===== src/rtl/tracklet_calculator_pkg.sv =====
// Shared widths and FSM encoding for the tracklet calculator signed divider.
// Defaults give a 30-bit signed dividend, 15-bit signed divisor and 16-bit signed quotient.
`timescale 1ns/1ps
package tracklet_calculator_pkg;

  localparam int TC_DIVIDEND_W = 30;
  localparam int TC_DIVISOR_W  = 15;
  localparam int TC_QUOTIENT_W = 16;

  typedef enum logic [1:0] {
    IDLE = 2'd0,
    CALC = 2'd1,
    DONE = 2'd2
  } state_e;

endpackage


===== src/rtl/tracklet_calculator_sdiv_step.sv =====
// One restoring-division iteration: shift in the next dividend bit, trial subtract, emit quotient bit.
// Purely combinational; the caller registers the partial remainder and the dividend/quotient shifter.
`timescale 1ns/1ps
module tracklet_calculator_sdiv_step
  import tracklet_calculator_pkg::*;
#(
  parameter int DIVISOR_W  = TC_DIVISOR_W,
  parameter int QUOTIENT_W = TC_QUOTIENT_W
) (
  input  logic [DIVISOR_W-1:0]  part_i,
  input  logic [QUOTIENT_W-1:0] dq_i,
  input  logic [DIVISOR_W-1:0]  divisor_i,
  output logic [DIVISOR_W-1:0]  part_o,
  output logic [QUOTIENT_W-1:0] dq_o
);

  logic [DIVISOR_W:0] trial;
  logic               fits;

  // part_i < divisor_i always holds, so the shifted trial fits in DIVISOR_W+1 bits
  // and the restored remainder fits back in DIVISOR_W bits.
  always_comb begin
    trial  = {part_i, dq_i[QUOTIENT_W-1]};
    fits   = (trial >= {1'b0, divisor_i});
    part_o = fits ? (trial[DIVISOR_W-1:0] - divisor_i) : trial[DIVISOR_W-1:0];
    dq_o   = {dq_i[QUOTIENT_W-2:0], fits};
  end

endmodule


===== src/rtl/tracklet_calculator_sdiv_30s_15s_16.sv =====
// Signed truncating divider, one quotient bit per cycle; result QUOTIENT_W+1 cycles after capture,
// held in DONE until out_ready. TC_SDIV_REMAINDER_EN adds the signed remainder output rem.
`timescale 1ns/1ps
module tracklet_calculator_sdiv_30s_15s_16
  import tracklet_calculator_pkg::*;
#(
  parameter int DIVIDEND_W = TC_DIVIDEND_W,
  parameter int DIVISOR_W  = TC_DIVISOR_W,
  parameter int QUOTIENT_W = TC_QUOTIENT_W
) (
  input  logic                         ap_clk,
  input  logic                         ap_rst_n,
  input  logic                         in_valid,
  output logic                         in_ready,
  input  logic signed [DIVIDEND_W-1:0] din0,
  input  logic signed [DIVISOR_W-1:0]  din1,
  output logic                         out_valid,
  input  logic                         out_ready,
  output logic signed [QUOTIENT_W-1:0] dout,
  output logic                         div_zero,
  output logic                         ovf
`ifdef TC_SDIV_REMAINDER_EN
  ,
  output logic signed [DIVISOR_W-1:0]  rem
`endif
);

  localparam int CNT_W = $clog2(QUOTIENT_W + 1);
  localparam int CMP_W = (DIVIDEND_W > DIVISOR_W + QUOTIENT_W) ? DIVIDEND_W : DIVISOR_W + QUOTIENT_W;
  localparam logic [QUOTIENT_W-1:0] Q_MAX_POS = {1'b0, {(QUOTIENT_W-1){1'b1}}};
  localparam logic [QUOTIENT_W-1:0] Q_MAX_NEG = {1'b1, {(QUOTIENT_W-1){1'b0}}};
  localparam logic [CNT_W-1:0]      CNT_LAST  = CNT_W'(QUOTIENT_W);

  state_e state_q, state_d;
  logic   in_ready_q, in_ready_d;

  logic [DIVISOR_W-1:0]  b_mag_q, b_mag_d;
  logic [DIVISOR_W-1:0]  part_q, part_d;
  logic [QUOTIENT_W-1:0] dq_q, dq_d;
  logic [CNT_W-1:0]      cnt_q, cnt_d;
  logic                  sign_q, sign_d;
  logic                  a_neg_q, a_neg_d;
  logic                  dz_q, dz_d;
  logic                  ovf_cap_q, ovf_cap_d;
  logic [QUOTIENT_W-1:0] dout_q, dout_d;
  logic                  div_zero_q, div_zero_d;
  logic                  ovf_q, ovf_d;
`ifdef TC_SDIV_REMAINDER_EN
  logic [DIVISOR_W-1:0]  rem_q, rem_d;
`endif

  logic                  take;
  logic                  last_step;
  logic [DIVIDEND_W-1:0] a_mag;
  logic [DIVISOR_W-1:0]  b_mag;
  logic [CMP_W-1:0]      a_ext;
  logic [CMP_W-1:0]      b_shift;
  logic [DIVISOR_W-1:0]  step_part;
  logic [QUOTIENT_W-1:0] step_dq;
  logic                  q_ovf;
  logic [QUOTIENT_W-1:0] q_sat;

  assign take      = in_valid && in_ready_q && (state_q == IDLE);
  assign last_step = (cnt_q == CNT_LAST);
  assign a_mag     = din0[DIVIDEND_W-1] ? DIVIDEND_W'(-din0) : DIVIDEND_W'(din0);
  assign b_mag     = din1[DIVISOR_W-1]  ? DIVISOR_W'(-din1)  : DIVISOR_W'(din1);
  assign a_ext     = CMP_W'(a_mag);
  assign b_shift   = CMP_W'(b_mag) << QUOTIENT_W;

  // The negative side can reach one count further than the positive side.
  assign q_ovf = sign_q ? (dq_q > Q_MAX_NEG) : (dq_q > Q_MAX_POS);
  assign q_sat = sign_q ? Q_MAX_NEG : Q_MAX_POS;

  tracklet_calculator_sdiv_step #(
    .DIVISOR_W  (DIVISOR_W),
    .QUOTIENT_W (QUOTIENT_W)
  ) u_step (
    .part_i    (part_q),
    .dq_i      (dq_q),
    .divisor_i (b_mag_q),
    .part_o    (step_part),
    .dq_o      (step_dq)
  );

  always_ff @(posedge ap_clk or negedge ap_rst_n) begin
    if (!ap_rst_n) begin
      state_q <= IDLE;
    end else begin
      state_q <= state_d;
    end
  end

  always_comb begin
    state_d = state_q;
    case (state_q)
      IDLE:    if (take) state_d = CALC;
      CALC:    if (last_step) state_d = DONE;
      DONE:    if (out_ready) state_d = IDLE;
      default: state_d = IDLE;
    endcase
    in_ready_d = (state_d == IDLE);
  end

  always_comb begin
    in_ready  = in_ready_q;
    out_valid = (state_q == DONE);
    dout      = dout_q;
    div_zero  = div_zero_q;
    ovf       = ovf_q;
`ifdef TC_SDIV_REMAINDER_EN
    rem       = rem_q;
`endif
  end

  always_comb begin
    b_mag_d    = b_mag_q;
    part_d     = part_q;
    dq_d       = dq_q;
    cnt_d      = cnt_q;
    sign_d     = sign_q;
    a_neg_d    = a_neg_q;
    dz_d       = dz_q;
    ovf_cap_d  = ovf_cap_q;
    dout_d     = dout_q;
    div_zero_d = div_zero_q;
    ovf_d      = ovf_q;
`ifdef TC_SDIV_REMAINDER_EN
    rem_d      = rem_q;
`endif
    if (take) begin
      // Upper dividend bits seed the partial remainder; when no overflow they are below the divisor.
      b_mag_d   = b_mag;
      a_neg_d   = din0[DIVIDEND_W-1];
      sign_d    = din0[DIVIDEND_W-1] ^ din1[DIVISOR_W-1];
      dz_d      = (din1 == '0);
      ovf_cap_d = (a_ext >= b_shift);
      part_d    = DIVISOR_W'(a_mag >> QUOTIENT_W);
      dq_d      = QUOTIENT_W'(a_mag);
      cnt_d     = '0;
    end else if (state_q == CALC) begin
      if (!last_step) begin
        part_d = step_part;
        dq_d   = step_dq;
        cnt_d  = cnt_q + CNT_W'(1);
      end else if (dz_q) begin
        dout_d     = a_neg_q ? Q_MAX_NEG : Q_MAX_POS;
        div_zero_d = 1'b1;
        ovf_d      = 1'b0;
`ifdef TC_SDIV_REMAINDER_EN
        rem_d      = '0;
`endif
      end else if (ovf_cap_q || q_ovf) begin
        dout_d     = q_sat;
        div_zero_d = 1'b0;
        ovf_d      = 1'b1;
`ifdef TC_SDIV_REMAINDER_EN
        rem_d      = '0;
`endif
      end else begin
        dout_d     = sign_q ? (-dq_q) : dq_q;
        div_zero_d = 1'b0;
        ovf_d      = 1'b0;
`ifdef TC_SDIV_REMAINDER_EN
        rem_d      = a_neg_q ? (-part_q) : part_q;
`endif
      end
    end
  end

  always_ff @(posedge ap_clk or negedge ap_rst_n) begin
    if (!ap_rst_n) begin
      in_ready_q <= 1'b0;
      b_mag_q    <= '0;
      part_q     <= '0;
      dq_q       <= '0;
      cnt_q      <= '0;
      sign_q     <= 1'b0;
      a_neg_q    <= 1'b0;
      dz_q       <= 1'b0;
      ovf_cap_q  <= 1'b0;
      dout_q     <= '0;
      div_zero_q <= 1'b0;
      ovf_q      <= 1'b0;
`ifdef TC_SDIV_REMAINDER_EN
      rem_q      <= '0;
`endif
    end else begin
      in_ready_q <= in_ready_d;
      b_mag_q    <= b_mag_d;
      part_q     <= part_d;
      dq_q       <= dq_d;
      cnt_q      <= cnt_d;
      sign_q     <= sign_d;
      a_neg_q    <= a_neg_d;
      dz_q       <= dz_d;
      ovf_cap_q  <= ovf_cap_d;
      dout_q     <= dout_d;
      div_zero_q <= div_zero_d;
      ovf_q      <= ovf_d;
`ifdef TC_SDIV_REMAINDER_EN
      rem_q      <= rem_d;
`endif
    end
  end

endmodule

===== config.mk =====
export PLATFORM = sky130hd
export DESIGN_NAME = tracklet_calculator_sdiv_30s_15s_16
export DESIGN_NICKNAME = d
export VERILOG_FILES = /design/src/rtl/tracklet_calculator_pkg.sv /design/src/rtl/tracklet_calculator_sdiv_step.sv /design/src/rtl/tracklet_calculator_sdiv_30s_15s_16.sv
export SDC_FILE = /design/constraint.sdc
export NUM_CORES = 1
export LEC_CHECK = 0
export ABC_AREA = 1
export BUFFER_PORTS_ARGS = -buffer_cell sky130_fd_sc_hd__buf_2
export CAP_MARGIN = 0
export CORE_ASPECT_RATIO = 0.75
export CORE_MARGIN = 2
export CORE_UTILIZATION = 60
export CTS_BUF_LIST = sky130_fd_sc_hd__clkbuf_4 sky130_fd_sc_hd__clkbuf_8
export CTS_CLUSTER_SIZE = 8
export DETAILED_ROUTE_END_ITERATION = 6
export PLACE_DENSITY_LB_ADDON = 0.2
export SLEW_MARGIN = 20
export SYNTH_ARGS = -nofsm -noshare
export SYNTH_HDL_FRONTEND = slang
export SYNTH_SLANG_ARGS = --single-unit

===== constraint.sdc =====
create_clock -name ap_clk -period 2.95 [get_ports ap_clk]
set_clock_uncertainty 0.2 [all_clocks]
set_input_delay 0.1475 -clock ap_clk [delete_from_list [all_inputs] [get_ports ap_clk]]
set_output_delay 0.1475 -clock ap_clk [all_outputs]
set_load 0.05 [all_outputs]

# After elaboration in Yosys (flattened, before gate mapping)
# Index checks and enable logic that the tools add are counted.
# totals
reg_bits	76
input_bits	49
out_inout_bits	20
wordCells	62
# classes
add_sub_neg	5
order_cmp	4
eq_ne	4
mux	25
n_bitwise	2
n_reduce_logical	9
# op_table
operator	n
2-to-1 mux 16 bit	8
2-to-1 mux 15 bit	5
greater-or-equal comparator 30 x 31 -> 1 bit	1
2-to-1 mux 30 bit	1
negator 30 bit	1
greater-or-equal comparator 16 x 15 -> 1 bit	1
> comparator 16 x 15 -> 1 bit (second input constant)	1
> comparator 16 bit (second input constant)	1
negator 16 bit	1
logical NOT 15 bit	1
2-to-1 mux 5 bit	3
negator 15 bit	1
subtractor 15 bit	1
2-to-1 mux 2 bit	3
case mux 2 bit (3 select lines)	1
adder 5 x 1 -> 5 bit (second input constant)	1
equality test 5 bit (second input constant)	1
logical NOT 2 bit	2
2-to-1 mux 1 bit	4
AND reduction 3 bit	1
equality test 2 x 1 -> 1 bit (second input constant)	1
equality test 2 bit (second input constant)	1
logical AND 1 bit	2
!= test 2 bit (second input constant)	1
5 further kinds	5

# Logic depth before layout (Yosys ltp)
# Gate-level depths: netlist of the first run.
# depth
ltp_word	5
ltp_mapped	23
ltp_nobuf	22

# Cells and area by module
# From an unflattened synthesis of the first run, not the netlist that was laid out.
# hier_totals
hier_cells	1026
hier_area_um2	6697.7
# modules_own_cells
module	n_inst	cells_each	area_each_um2	seq_area_each_um2
tracklet_calculator_sdiv_30s_15s_16	1	765	5372.7	1901.8
tracklet_calculator_sdiv_step	1	261	1325.0	0.0

# Worst setup path before layout of the first run
# No wires, ideal clock.
# synth_timing
path_kind	input -> register
startpoint	in din0[0]
endpoint	reg ovf_cap_q
setup_time_ns	0.065
arrival_ns	2.213
t_required_ns	2.685
slack_ns	0.473
stages	22
n_path_buf	1
cell_sequence	inv_1 ha_1 nand3_1 nor2_1 nand2_1 nand2_2 buf_6 nand3_1 and2_1 ha_1 nand2_1 inv_1 nand2_1 nor2_1 nand2_1 nor2_1 nand3_1 nor2_1 nand2_1 nor2_1 nand3_1 nand2_1
# synth_between
elab_chain_len	3
# synth_lines
element	line	source
start, declared	tracklet_calculator_sdiv_30s_15s_16.sv:15	input logic signed [DIVIDEND_W-1:0] din0,
negator 30 bit	tracklet_calculator_sdiv_30s_15s_16.sv:65	assign a_mag = din0[DIVIDEND_W-1] ? DIVIDEND_W'(-din0) : DIVIDEND_W'(din0);
2-to-1 mux 30 bit *	tracklet_calculator_sdiv_30s_15s_16.sv:65	
greater-or-equal comparator 30 x 31 -> 1 bit *	tracklet_calculator_sdiv_30s_15s_16.sv:136	ovf_cap_d = (a_ext >= b_shift);
end signal, assigned	tracklet_calculator_sdiv_30s_15s_16.sv:196	ovf_cap_q <= ovf_cap_d;
end, declared	tracklet_calculator_sdiv_30s_15s_16.sv:44	logic ovf_cap_q, ovf_cap_d;
# Every way passes the cells marked *; elsewhere a longest branch is shown, timed or not.
# A chain may end at the register's enable or synchronous reset.

# Final worst setup path of the first run
# layout_timing
startpoint	in din1[5]
endpoint	reg ovf_cap_q
# layout_between
elab_chain_len	3
# layout_lines
element	line	source
start, declared	tracklet_calculator_sdiv_30s_15s_16.sv:16	input logic signed [DIVISOR_W-1:0] din1,
negator 15 bit	tracklet_calculator_sdiv_30s_15s_16.sv:66	assign b_mag = din1[DIVISOR_W-1] ? DIVISOR_W'(-din1) : DIVISOR_W'(din1);
2-to-1 mux 15 bit *	tracklet_calculator_sdiv_30s_15s_16.sv:66	
greater-or-equal comparator 30 x 31 -> 1 bit *	tracklet_calculator_sdiv_30s_15s_16.sv:136	
# Marks and branches as above.

==> flow_summary.ini, run 1 <==
[routing]
drcViolationCount = 0
routed_via_density = 5.54
num_vias = 6672
drt-total-wl_um = 18000
dr.pass1.iters = 5
ant_nets = 0
drtIter0Drc = 714
wl_per_cell_um = 14.9

[power_and_ir_drop]
leakagePower_nw = 4.08
vdd_drop_max_uv = 408
power_density_nw_per_um2 = 1080

[floorplan]
die_y_um = 94.4
core_area_sq_um = 10500
num_rows = 32
die_w_um = 125
initial_utilization_pct = 62.6
floorplan.die_area_sq_um = 11800
ios = 69

[status]
status = complete, no violations

[place]
post_dp_cell_area_sq_um = 6970
port_buffers = 68
gp_congestion = 0.978
dp_hpwl_um = 13300

[setup_path]
max_stage_delay_ns = 0.54
r2r-start = dq_q[15]
worst-setup-path-type = input pin to flip-flop
crit_fanout = 3
reg2reg_slack_ns = 0.29
worst_ep_arrival_time_ns = 2.93
path_buf_inv = 6
worstPathCellList = dlygate4sd3_1 -> buf_2 -> inv_1 -> nand3_2 -> inv_1 -> nand3_2 -> inv_1 -> nand2_1 -> o21ai_2 -> xor2_1 -> inv_1 -> ha_1 -> nand3_1 -> nor2_1 -> nand2_1 -> nor2_1 -> nand3_1 -> nor2_1 -> nand2_1 -> nor2_1 -> nand3_1 -> nand2_1
worst_ep_required_time_ns = 3.05
reg2reg_depth = 11
startpoint_type = input pin
timing.rr.end = part_q[12]
path_delay_family = simple AND/OR/NAND/NOR gates
cp-end-kind = flip-flop
slowest_stage = dlygate4sd3_1

[synth]
ys_seq_area_share_pct = 29.1
synth_area_sq_um = 6540
synth.distinct_cells = 50
avgSynthCellArea_sq_um = 6.65
synth_fp_nets = 1069
synth-main-ff-cell = dfrtp_1
synth_edf_count = 0
syn_inst = 984
ys_warn_count = 0
synthArstFlopShare_pct = 100
yosys_register_bits = 76

[sta]
fin_tns_setup_ns = 0
tightestPinTransition_ns = 0.950
finalMaxSlewViolations = 0
period_share_pct = 95.8
hold_viol_final = 0
final.min_clock_period_ns = 2.83
slew_headroom_pct = 36.7
timing.fmax_ghz = 0.354
finalSetupViolCount = 0

[global_route]
first_global_vias = 5880
grt_overflow_total = 0
grt_max_degree = 77
antenna_found_initial = 0
grt_pass1_wl_um = 29300
track_usage_pct = 30.9

[clock_tree]
numCtsBuffers = 9
path_clk_slew_ns = 0.09
root_buffer = clkbuf_8
cts_tree = yes
clock_latency_ns = 0.36
clock_path_buffers = 2
h-tree-depth = 3
numClockSinks = 76

[min_path]
holdPathEnd = dq_q[13]
worst_hold_startpoint = din0[13]
hold_depth = 5
hold_class = input pin to flip-flop

[final_layout]
fin_nets = 1149
num_antenna_cells = 0
final_cell_area_sq_um = 7470
drive_gt1_share_pct = 14.9
area_growth_pct = 14.2

[run]
maxCapViolCount = 0
==> through the flow <==
stage	power, mW	std cells	hold WS (ns)	utilization [%]	setup WS (ns)
after floorplan	5.94	984	-0.348	-	0.473
after global placement	6.92	1171	0.144	66.7	0.223
after detailed placement	7.00	1171	0.148	66.7	0.174
after CTS	7.98	1203	0.00645	70.4	0.155
after global routing	8.81	1205	0.0759	71.5	-0.0433
final	8.09	1205	0.0256	71.5	0.124
==> cell usage after synthesis, types with 10 or more instances <==
cell type | instances | share of area, %
nand2_1 | 300 | 17
clkbuf_1 | 10 | 0.57
dfrtp_1 | 76 | 29
nor3_1 | 10 | 0.76
nand3_1 | 92 | 7.0
nand2_2 | 10 | 0.96
inv_1 | 142 | 8.1
nand4_1 | 18 | 1.7
a21oi_1 | 25 | 1.9
ha_1 | 35 | 6.7
o21ai_0 | 49 | 3.7
o221ai_1 | 15 | 2.0
xor2_1 | 32 | 4.3
nor2_1 | 71 | 4.1
==> flip-flops by register name (all words and copies together), names as in the netlist <==
register,flops
dz_q,1
sign_q,1
cnt_q,5
dout,16
dq_q,16
div_zero,1
b_mag_q,15
in_ready,1
ovf_cap_q,1
state_q,2
part_q,15
ovf,1
a_neg_q,1
==> cell type report <==
type,instances,area [sq um]
Clock buffer,10,138
Clock inverter,6,87.6
Fill cell,899,2980
Inverter,150,568
Multi-Input combinational cell,731,3990
Sequential cell,76,1900
Tap cell,136,170
Timing Repair Buffer,96,621
==> worst max-delay path by stage <==
stage,endpoint,startpoint,cells past startpoint,slack (ns)
after global placement,ovf_cap_q,din1[0],22,0.22
after detailed placement,ovf_cap_q,din1[0],22,0.17
after CTS,ovf_cap_q,din0[9],22,0.16
after global routing,ovf_cap_q,din1[5],22,-0.04
after floorplan,ovf_cap_q,din0[0],22,0.47
final,ovf_cap_q,din1[5],22,0.12
==> cells in the final DEF, fill, tap and decap left out, types with 18 or more instances in the layout <==
cell     synthesis  routed
a21oi_1         25      25
buf_2            9      64
dfrtp_1         76      76
ha_1            35      35
inv_1          142     142
nand2_1        300     296
nand3_1         92      90
nand4_1         18      18
nor2_1          71      63
o21ai_0         49      48
xor2_1          32      31
==> what timing repair did <==
action	CTS	global route
hold buffers	16	0
buffers inserted	0	4
setup endpoints to repair	0	1
hold endpoints to repair	89	0
gates resized for setup	0	28
==> routing by layer <==
metal / GRT usage (%) / part of all wire [%] / vias to the layer above
met5: 0 / 0 / -
met4: 7.02 / 1.6 / 0
met3: 5.72 / 9.6 / 26
met2: 43.3 / 39 / 312
met1: 48.7 / 50 / 3024
li1: - / - / 3310
==> cells by family (layout without fill, tap and decap cells) <==
kind of cell	Yosys count	in the layout	synth area share, %
fa+ha+maj	36	36	7.00
compound gates	120	120	11.0
xor+xnor	37	37	4.95
buf+inv	178	262	11.4
simple gates	537	538	36.5
flops	76	76	29.1
==> tightest hold or removal path: cells and delay by family <==
kind / cells / cell delay [ns]
AO/OA/AOI/OAI: 1 / 0.06
AND/OR/NAND/NOR: 3 / 0.24
buffers and inverters: 1 / 0.09
==> power breakdown <==
group | switching, mW | total, mW | internal, mW
clock network | 0.428 | 0.928 | 0.500
logic | 3.46 | 5.24 | 1.78
registers | 0.362 | 1.92 | 1.56
(Power assumes the default switching activity.)
==> run 2, diff against run 1 <==
- CORE_ASPECT_RATIO: 0.75 -> 1.25
==> run 2 against run 1 <==
Against the previous run: combinational power decreased by 2%; worst hold slack got worse by 0.016 ns; register-to-register slack better by 0.12 ns; cell count is essentially flat; clock power fell by 6.7%; first-iteration DRC count down 44%; utilization grew 0.078 points; sequential power about the same; total power down 2.3%; setup slack better by 0.067 ns; non-clock buffer count rose by 3; fmax rose by 2.4%.
==> flow_summary.ini, run 2 (synthesized netlist as in run 1, its figures left out) <==
[floorplan]
die_y_um = 121
die_w_um = 97.4
ios = 69
floorplan.die_area_sq_um = 11800
core_area_sq_um = 10600
initial_utilization_pct = 61.6
num_rows = 42

[clock_tree]
path_clk_slew_ns = 0.08
cts_tree = yes
numCtsBuffers = 9
root_buffer = clkbuf_8
clock_latency_ns = 0.37
numClockSinks = 76
clock_path_buffers = 2
h-tree-depth = 3

[sta]
finalMaxSlewViolations = 0
hold_viol_final = 0
tightestPinTransition_ns = 0.953
slew_headroom_pct = 36.4
final.min_clock_period_ns = 2.76
finalSetupViolCount = 0
period_share_pct = 93.5
timing.fmax_ghz = 0.362
setup_ws_ns = 0.191

[place]
port_buffers = 68
gp_congestion = 0.925
pre_cts_ws_ns = 0.120
place_inst = 1166
dp_hpwl_um = 12600
post_dp_cell_area_sq_um = 6960

[min_path]
hold_class = input pin to flip-flop
hold_depth = 5

[setup_path]
crit_fanout = 4
reg2reg_depth = 12
worst-setup-path-type = input pin to flip-flop
worst_ep_arrival_time_ns = 2.87
worst_ep_required_time_ns = 3.06
cp-end-kind = flip-flop
startpoint_type = input pin

[final_layout]
final_cell_area_sq_um = 7600
nFillCells = 921
layout_common_cells = nand2_1 (290), inv_1 (140), nand3_1 (88)
final_cells = 1204
final_common_cell = nand2_1
finalCoreUtilization_pct = 71.6
area_growth_pct = 16.2
multi_input_area_sq_um = 4090
fin_nets = 1152
seqCellArea_sq_um = 1900
drive_gt1_share_pct = 17.2
num_antenna_cells = 0

[global_route]
grt_max_degree = 77
grt_pass1_wl_um = 28600
first_global_vias = 6195
track_usage_pct = 29.7
antenna_found_initial = 0
grt_overflow_total = 0

[routing]
wl_per_cell_um = 14.5
drtIter0Drc = 403
drt-total-wl_um = 17500
dr.pass1.iters = 5
drcViolationCount = 0
routed_via_density = 5.50
num_vias = 6620
ant_nets = 0

[status]
status = complete, no violations

[power_and_ir_drop]
vdd_drop_max_uv = 388
power_density_nw_per_um2 = 1040
leakagePower_nw = 4.08
p_total_mw = 7.90

[run]
maxCapViolCount = 0
run 2: cell count changes in the layout (fill, tap and decap cells not counted), moves of 4 or more:
cell,previous run,this run
ha_1,35,30
ha_4,0,5
nand2_1,296,290
nand2_2,14,20
nor2_1,63,59
nor2_2,11,16
run 2: layout make-up:
class / count / share of cell area [%]
clock buffer: 12 / 2.09
inverter: 150 / 7.47
sequential: 76 / 25.0
tap: 132 / 2.17
clock inverter: 4 / 0.724
timing repair buffer: 99 / 8.67
multi-input combinational: 731 / 53.8
run 2: path summary, 6_finish.rpt:
kind / from / endpoint / slack (ns)
setup reg to reg: dq_q[15] / part_q[9] / 0.41
min in group asynchronous: ap_rst_n / part_q[11] / 0.23
hold / removal: din0[1] / dq_q[1] / 0.009
setup / recovery: din0[10] / ovf_cap_q / 0.19
max in group asynchronous: ap_rst_n / dq_q[14] / 1.67
hold reg to reg: b_mag_q[2] / b_mag_q[2] / 0.29
run 2: per-layer routing:
metal / part of all wire [%] / GRT usage (%)
met4: 2.6 / 12.4
met5: 0 / 0
met2: 48 / 48.8
met3: 5.8 / 4.28
met1: 44 / 39.4
run 2: timing repair:
action,CTS,global route
setup endpoints to repair,0,1
gates resized for setup,0,54
setup buffers,0,7
hold buffers,17,0
endpoints found under the hold margin,91,0
run 2: worst max-delay path: stages:
cell and delay (ns):
dlygate4sd3_1 0.55, buf_6 0.14, nor2_4 0.12, nand2_2 0.09, nor2_4 0.14, nand4_1 0.20
nand2_2 0.15, nand2_2 0.06, and2_1 0.14, ha_1 0.26, nand2_1 0.06, inv_1 0.07
nand2_1 0.05, nor2_1 0.08, nand2_1 0.08, nor2_2 0.10, nand3_1 0.07, nor2_1 0.10
nand2_1 0.05, nor2_1 0.08, nand3_1 0.08, nand2_1 0.06
run 2: power by group:
group	switching, mW	internal, mW	leakage (nW)	total [mW]
combinational	3.35	1.78	3.03	5.13
sequential	0.348	1.56	0.948	1.90
clock	0.415	0.451	0.107	0.866
total	4.12	3.79	4.08	7.90
run 2: metrics by stage:
stage / TNS (ns) / hold WS, ns
4_1_cts: 0 / 0.00000638
2_1_floorplan: 0 / -0.348
6_report: 0 / 0.00947
3_5_place_dp: 0 / 0.155
5_1_grt: -0.00839 / 0.0528
3_3_place_gp: 0 / 0.153
